<file path="config.mk">
export PLATFORM = sky130hd
export DESIGN_NAME = block_cfg_loader
export DESIGN_NICKNAME = d
export VERILOG_FILES = /design/src/rtl/block_cfg_loader.sv
export SDC_FILE = /design/constraint.sdc
export NUM_CORES = 1
export LEC_CHECK = 0
export CORE_MARGIN = 5
export CORE_UTILIZATION = 40
export CTS_CLUSTER_DIAMETER = 120
export DETAILED_ROUTE_END_ITERATION = 7
export SYNTH_ARGS = -nofsm -noshare
export SYNTH_HDL_FRONTEND = slang
export SYNTH_SLANG_ARGS = --single-unit
</file>
<file path="constraint.sdc">
create_clock -name clk -period 2.35 [get_ports clk]
set_input_delay 0.235 -clock clk [delete_from_list [all_inputs] [get_ports clk]]
set_output_delay 0.235 -clock clk [all_outputs]
set_load 0.02 [all_outputs]
</file>
<file path="src/rtl/block_cfg_loader.sv">
// block_cfg_loader
// Streams a bitstream of size-bit words into a serial config_cell chain of
// chain_len bits. A load pulses cfg_reset once to clear the chain. It then
// accepts words one at a time and shifts each word out LSB first. When the
// last chain bit has been sent it stops, and it discards any unused tail of
// the final word.
//
// Ports
//   clk         single clock, all state changes on posedge
//   reset       asynchronous active-low reset
//   start       begin a full chain load (only honoured in IDLE)
//   word_in     configuration word from the bitstream source
//   word_valid  word_in holds a valid word
//   word_ready  loader accepts word_in this cycle
//   cfg_reset   one-cycle clear pulse to the chain
//   cfg_shift   shift strobe; chain samples cfg_bit while this is high
//   cfg_bit     serial data to the chain (0 when not shifting)
//   busy        load in progress
//   done        last load completed; held until the next accepted start
module block_cfg_loader #(
   parameter int size      = 32,
   parameter int chain_len = 64
) (
   input  logic            clk,
   input  logic            reset,
   input  logic            start,
   input  logic [size-1:0] word_in,
   input  logic            word_valid,
   output logic            word_ready,
   output logic            cfg_reset,
   output logic            cfg_shift,
   output logic            cfg_bit,
   output logic            busy,
   output logic            done
);

   localparam int BW = (size > 1) ? $clog2(size) : 1;
   localparam int TW = $clog2(chain_len + 1);

   typedef enum logic [2:0] {IDLE, CLEAR, LOAD, SHIFT, DONE} state_t;

   state_t          state, state_nxt;
   logic [size-1:0] shreg;
   logic [BW-1:0]   bit_idx;
   logic [TW-1:0]   total;
   logic            done_q;
   logic            last_bit;
   logic            word_end;

   // Chain-length limit takes priority over word boundary, so the tail of a
   // partially used final word is dropped.
   assign last_bit = (total == TW'(chain_len - 1));
   assign word_end = (bit_idx == BW'(size - 1));

   always_ff @(posedge clk or negedge reset) begin
      if (!reset) state <= IDLE;
      else        state <= state_nxt;
   end

   // Next state plus Moore output decode. Outputs depend only on registered
   // state and datapath, so an asynchronous reset drops them at once.
   always_comb begin
      state_nxt  = state;
      word_ready = 1'b0;
      cfg_reset  = 1'b0;
      cfg_shift  = 1'b0;
      cfg_bit    = 1'b0;
      busy       = 1'b1;
      case (state)
         IDLE: begin
            busy = 1'b0;
            if (start) state_nxt = CLEAR;
         end
         CLEAR: begin
            cfg_reset = 1'b1;
            state_nxt = LOAD;
         end
         LOAD: begin
            word_ready = 1'b1;
            if (word_valid) state_nxt = SHIFT;
         end
         SHIFT: begin
            cfg_shift = 1'b1;
            cfg_bit   = shreg[bit_idx];
            if (last_bit)      state_nxt = DONE;
            else if (word_end) state_nxt = LOAD;
         end
         DONE: state_nxt = IDLE;
         default: begin
            busy      = 1'b0;
            state_nxt = IDLE;
         end
      endcase
   end

   always_ff @(posedge clk or negedge reset) begin
      if (!reset) begin
         shreg   <= '0;
         bit_idx <= '0;
         total   <= '0;
         done_q  <= 1'b0;
      end else begin
         case (state)
            IDLE: if (start) done_q <= 1'b0;
            CLEAR: begin
               bit_idx <= '0;
               total   <= '0;
            end
            LOAD: if (word_valid) begin
               shreg   <= word_in;
               bit_idx <= '0;
            end
            SHIFT: begin
               bit_idx <= bit_idx + 1'b1;
               total   <= total + 1'b1;
               if (last_bit) done_q <= 1'b1;
            end
            default: ;
         endcase
      end
   end

   assign done = done_q;

endmodule

</file>
-- Yosys cells after proc, flatten, opt, wreduce, memory -nomap -nowiden
Index checks and enable logic that the tools add are counted.
- input bits: 36
- logic and storage cells: 45
- bits in registers: 48
- output and inout bits: 6
- magnitude comparators: 1
- add/subtract/negate cells: 2
- mux-type cells: 18
- equality and inequality tests: 10
- reductions and logical operators: 9
- operator list (cell ; number):
    $pmux 5 s3 ; 1
    $pmux 7 s2 ; 1
    $mux 3 ; 4
    $pmux 3 s4 ; 1
    $mux 1 ; 8
    $add 7x1->7 const B ; 1
    $eq 7x6->1 const B ; 1
    $eq 3x2->1 const B ; 2
    $lt 5x6->1 const B ; 1
    $ne 2x2->1 const B ; 3
    $reduce_and 3->1 ; 2
    $add 5x1->5 const B ; 1
    $bmux 1 s5 ; 1
    $eq 5x5->1 const B ; 1
    $mux 5 ; 1
    $reduce_and 2->1 ; 2
    $reduce_bool 2->1 ; 2
    $reduce_or 4->1 ; 1
    $eq 3x1->1 const B ; 1
    $eq 3x3->1 const B ; 1
    $logic_not 3->1 ; 1
    $ne 3x3->1 const B ; 1
    $reduce_bool 3->1 ; 1
    $pmux 1 s2 ; 1

-- Longest topological paths before layout
- depth after elaboration: 4
- gate-level depth with buffers: 6
- gate-level depth less buffers: 5

-- Least setup slack after synthesis
No wires, ideal clock.
- path kind: register -> register
- start point: register state[0]
- end point: register shreg[0]
- setup time: 0.125 ns
- cell stages (with the launch flop): 7
- setup slack: 0.548 ns
- clock period less this slack: 1.802 ns
- path buffers: 3
- required time: 2.225 ns
- data arrival time: 1.677 ns
- path through: dfrtp_1 buf_2 nor3b_2 and2_1 clkbuf_2 buf_6 mux2_2
- longest elaborated chain between the ends: 2
- RTL lines (what ; RTL line ; text):
    start, declared ; 42 ; state_t state, state_nxt;
    start signal, assigned ; 57 ; else state <= state_nxt;
    $eq 3x2->1 ; 103 ; case (state)
    $reduce_and 2->1 (no line) ; -- ;
    end signal, assigned ; 110 ; shreg <= word_in;
    end, declared ; 43 ; logic [size-1:0] shreg;
Every way passes these cells.
A chain may end at the register's enable or synchronous reset.

-- Worst setup path after layout
- start point: register bit_idx[0]
- end point: output port cfg_bit
- longest elaborated chain between the ends: 3
- RTL lines (what ; RTL line ; text):
    start, declared ; 44 ; logic [BW-1:0] bit_idx;
    start signal, assigned ; 114 ; bit_idx <= bit_idx + 1'b1;
    $bmux 1 s5 ; 84 ; cfg_bit = shreg[bit_idx];
    $mux 1 (not written as such) ; 84 ;
    $mux 1 ; 69 ; case (state)
    end, declared ; 32 ; output logic cfg_bit,
Every way passes these cells. The select of a mux whose other input is x is not followed.

==> results.yml <==
place:
  hpwl_um: 3450
  pre_cts_ws_ns: 0.0749
  place_congestion: 0.804
  numPortBuffers: 41
drt:
  wl_per_cell_um: 16.0
  postRouteAntennaNets: 0
  drc_errors: 0
  vias: 1562
  wl_um: 4640
  viasPerCell: 5.39
  drtIter0Drc: 48
  dr.pass1.iters: 4
pwr:
  powerDensity_nw_per_um2: 1150
  p_sw_share_pct: 33.1
  internal_power_mw: 2.21
  clkPwrFrac_pct: 13.8
  power_switching_mw: 1.09
  seq_power_share_pct: 45.5
  ir_drop_uv: 658
  leakage_nw: 1.23
  power_frac_comb_pct: 40.7
floorplan:
  core_um2: 5570
  io_pins: 42
  fp.dieW_um: 86.0
  initial_utilization_pct: 41.4
  die_y_um: 86.0
  num_rows: 27
  die_area_um2: 7390
cts:
  cts_sinks: 48
  cts_setup_buffers: 0
  clk_latency_ns: 0.28
  cts_tree: "yes"
  cts_root_buf: "clkbuf_8"
  htreeDepth: 2
  cts.path.max_buffers: 2
  clkTransAtPathRegs_ns: 0.08
  cts_made_buffers: 5
logic_synthesis:
  synth_area_um2: 2310
  ys.flop_type: "dfrtp_1"
  async_flop_share_pct: 100
  synth_nets: 211
  syn_inst: 172
  syn_avg_cell_area_um2: 13.4
  synth.ff_latch_count: 48
  synth_edf_count: 0
  yosysWarnings: 0
  ys_seq_area_share_pct: 52.0
  yosysUniqueCellTypes: 37
worst_setup_path:
  r2r_cells: 6
  crit_chain: "mux4_1 > mux2i_1 > mux2i_1 > o211a_1 > clkbuf_2"
  timing.critical_path.required_ns: 2.12
  slowest_delay_ns: 0.57
  worst_path_most_repeated_cell: "mux2i_1"
  crit_path_end_kind: "output port"
  worst_setup_path_start_kind: "flop"
  path_depth: 5
  crit_path_top_delay_cell: "mux4_1"
  path_buf_inv: 1
  worstPathArrival_ns: 1.89
  critPathMaxFanout: 5
  path_class: "reg -> out"
  cp_top_family: "multiplexers"
sta:
  fin_ws_ns: 0.225
  setup-tns-final_ns: 0
  worst_pin_slew_ns: 0.424
  max_freq_mhz: 471
  fin_crit_sh_pct: 90.4
  setup_viol: 0
  min_period_ns: 2.12
  fin_skew_ns: 0.00330
  maxSlewViolCount: 0
  hold_violations: 0
  rsz0062_at_grt: "false"
  max_slew_margin_pct: 71.7
grt:
  grt_pass1_wl_um: 8020
  grt_max_degree: 34
  grt.overflow.total: 0
  grt_pass1_vias: 1733
  antenna_found_initial: 0
  grtUsageTotal_pct: 13.4
finish:
  fin_util_pct: 51.4
  nets: 257
  antenna-diode-count: 0
  drive_above_1_share_pct: 25.2
  synthToLayoutAreaGrowth_pct: 24.2
  fillerInstances: 498
  layout_common_cells: "45 x dfrtp_1, 38 x clkdlybuf4s50_1, 31 x mux2_2, 12 x nand2_1, 11 x o21ai_0"
  final_common_cell: "dfrtp_1"
worst_hold_path:
  hold_class: "in -> async"
run:
  maxCapViolations: 0
status:
  outcome: "finished clean"
flip-flops by register name, summed over array words and instances (netlist names):
signal / count
shreg: 32
total: 7
bit_idx: 5
state: 3
done: 1
area by class of cell:
| type | count | area [µm²] | share of cell area (%) |
|---|---|---|---|
| flip-flops and latches | 48 | 1200 | 42.0 |
| multi-input cells | 112 | 1020 | 35.6 |
| repair buffers | 49 | 465 | 16.2 |
| well taps | 72 | 90.1 | 3.14 |
| clock buffers | 6 | 72.6 | 2.53 |
| inverters | 2 | 7.51 | 0.262 |
| clock inverters | 1 | 5.00 | 0.175 |
worst paths after layout:
path	from	endpoint	slack, ns
setup / recovery	bit_idx[0]	cfg_bit	0.23
hold / removal	reset	shreg[0]	0.38
setup reg to reg	bit_idx[0]	state[0]	0.31
hold reg to reg	shreg[22]	shreg[22]	0.51
max in group asynchronous	reset	bit_idx[0]	1.19
min in group clk	shreg[22]	shreg[22]	0.51
worst reg2reg max path, cell delays in order, from the launching register on:
cell,delay [ns]
dfrtp_2,0.46
buf_4,0.18
ha_1,0.23
and3_1,0.19
ha_1,0.18
or3b_2,0.46
a211oi_1,0.26
per-stage QoR:
| step | cells | cell area [µm²] | hold slack, ns | total power [mW] |
|---|---|---|---|---|
| 2_1_floorplan | 172 | 2310 | -0.0606 | 2.48 |
| 3_3_place_gp | 282 | 2780 | 0.159 | 2.82 |
| 3_5_place_dp | 282 | 2780 | 0.173 | 2.89 |
| 4_1_cts | 290 | 2870 | 0.394 | 3.35 |
| 5_1_grt | 290 | 2870 | 0.420 | 3.55 |
| 6_report | 290 | 2870 | 0.380 | 3.30 |
routing by layer:
metal	GRT usage (%)	vias up	wire length [µm]
met5	0	-	0
met4	3.74	0	35
met3	4.23	4	267
met2	22.1	44	2310
met1	17.0	794	2030
li1	-	720	-
cells in the mapped netlist, types with 2 or more instances:
| cell type | instances | area [µm²] |
|---|---|---|
| inv_1 | 2 | 7.51 |
| dfrtp_1 | 48 | 1200 |
| a31oi_1 | 3 | 18.8 |
| nand2b_1 | 2 | 12.5 |
| mux2i_1 | 5 | 50.1 |
| nor2_1 | 5 | 18.8 |
| nand3_1 | 3 | 15.0 |
| mux4_2 | 4 | 90.1 |
| nor4_1 | 2 | 12.5 |
| a211oi_1 | 2 | 15.0 |
| ha_1 | 3 | 37.5 |
| nand3b_1 | 3 | 22.5 |
| buf_2 | 4 | 20.0 |
| mux2_2 | 31 | 349 |
| xor2_1 | 2 | 17.5 |
| buf_6 | 4 | 45.0 |
| nor3_1 | 2 | 10.0 |
| nand2_1 | 12 | 45.0 |
| a22o_1 | 4 | 35.0 |
| mux4_1 | 4 | 105 |
| o21ai_0 | 11 | 55.1 |
cell families (layout without fill, tap and decap cells):
group                      after synthesis  after routing  synth area share, %
and+or+nand+nor                         36             36                 8.24
buffers and inverters                   12             58                 3.69
AOI/OAI and AO/OA                       25             25                 7.05
muxes                                   45             45                 26.2
DFF                                     48             48                 52.0
adders and majority gates                3              3                 1.63
xor gates and xnor gates                 3              3                 1.14
timing repair:
item | CTS | global route
hold buffers | 1 | 0
resized for setup | 3 | 4
endpoints found under the setup margin | 1 | 2
pin swaps | 0 | 0
endpoints found under the hold margin | 15 | 0
power groups by stage:
stage | combinational, mW | sequential, mW | clock (mW)
2_1_floorplan | 1.12 | 1.37 | 0
3_3_place_gp | 1.32 | 1.51 | 0
3_5_place_dp | 1.37 | 1.51 | 0
4_1_cts | 1.37 | 1.50 | 0.473
5_1_grt | 1.49 | 1.56 | 0.503
6_report | 1.34 | 1.50 | 0.456
(Power assumes the default switching activity.)
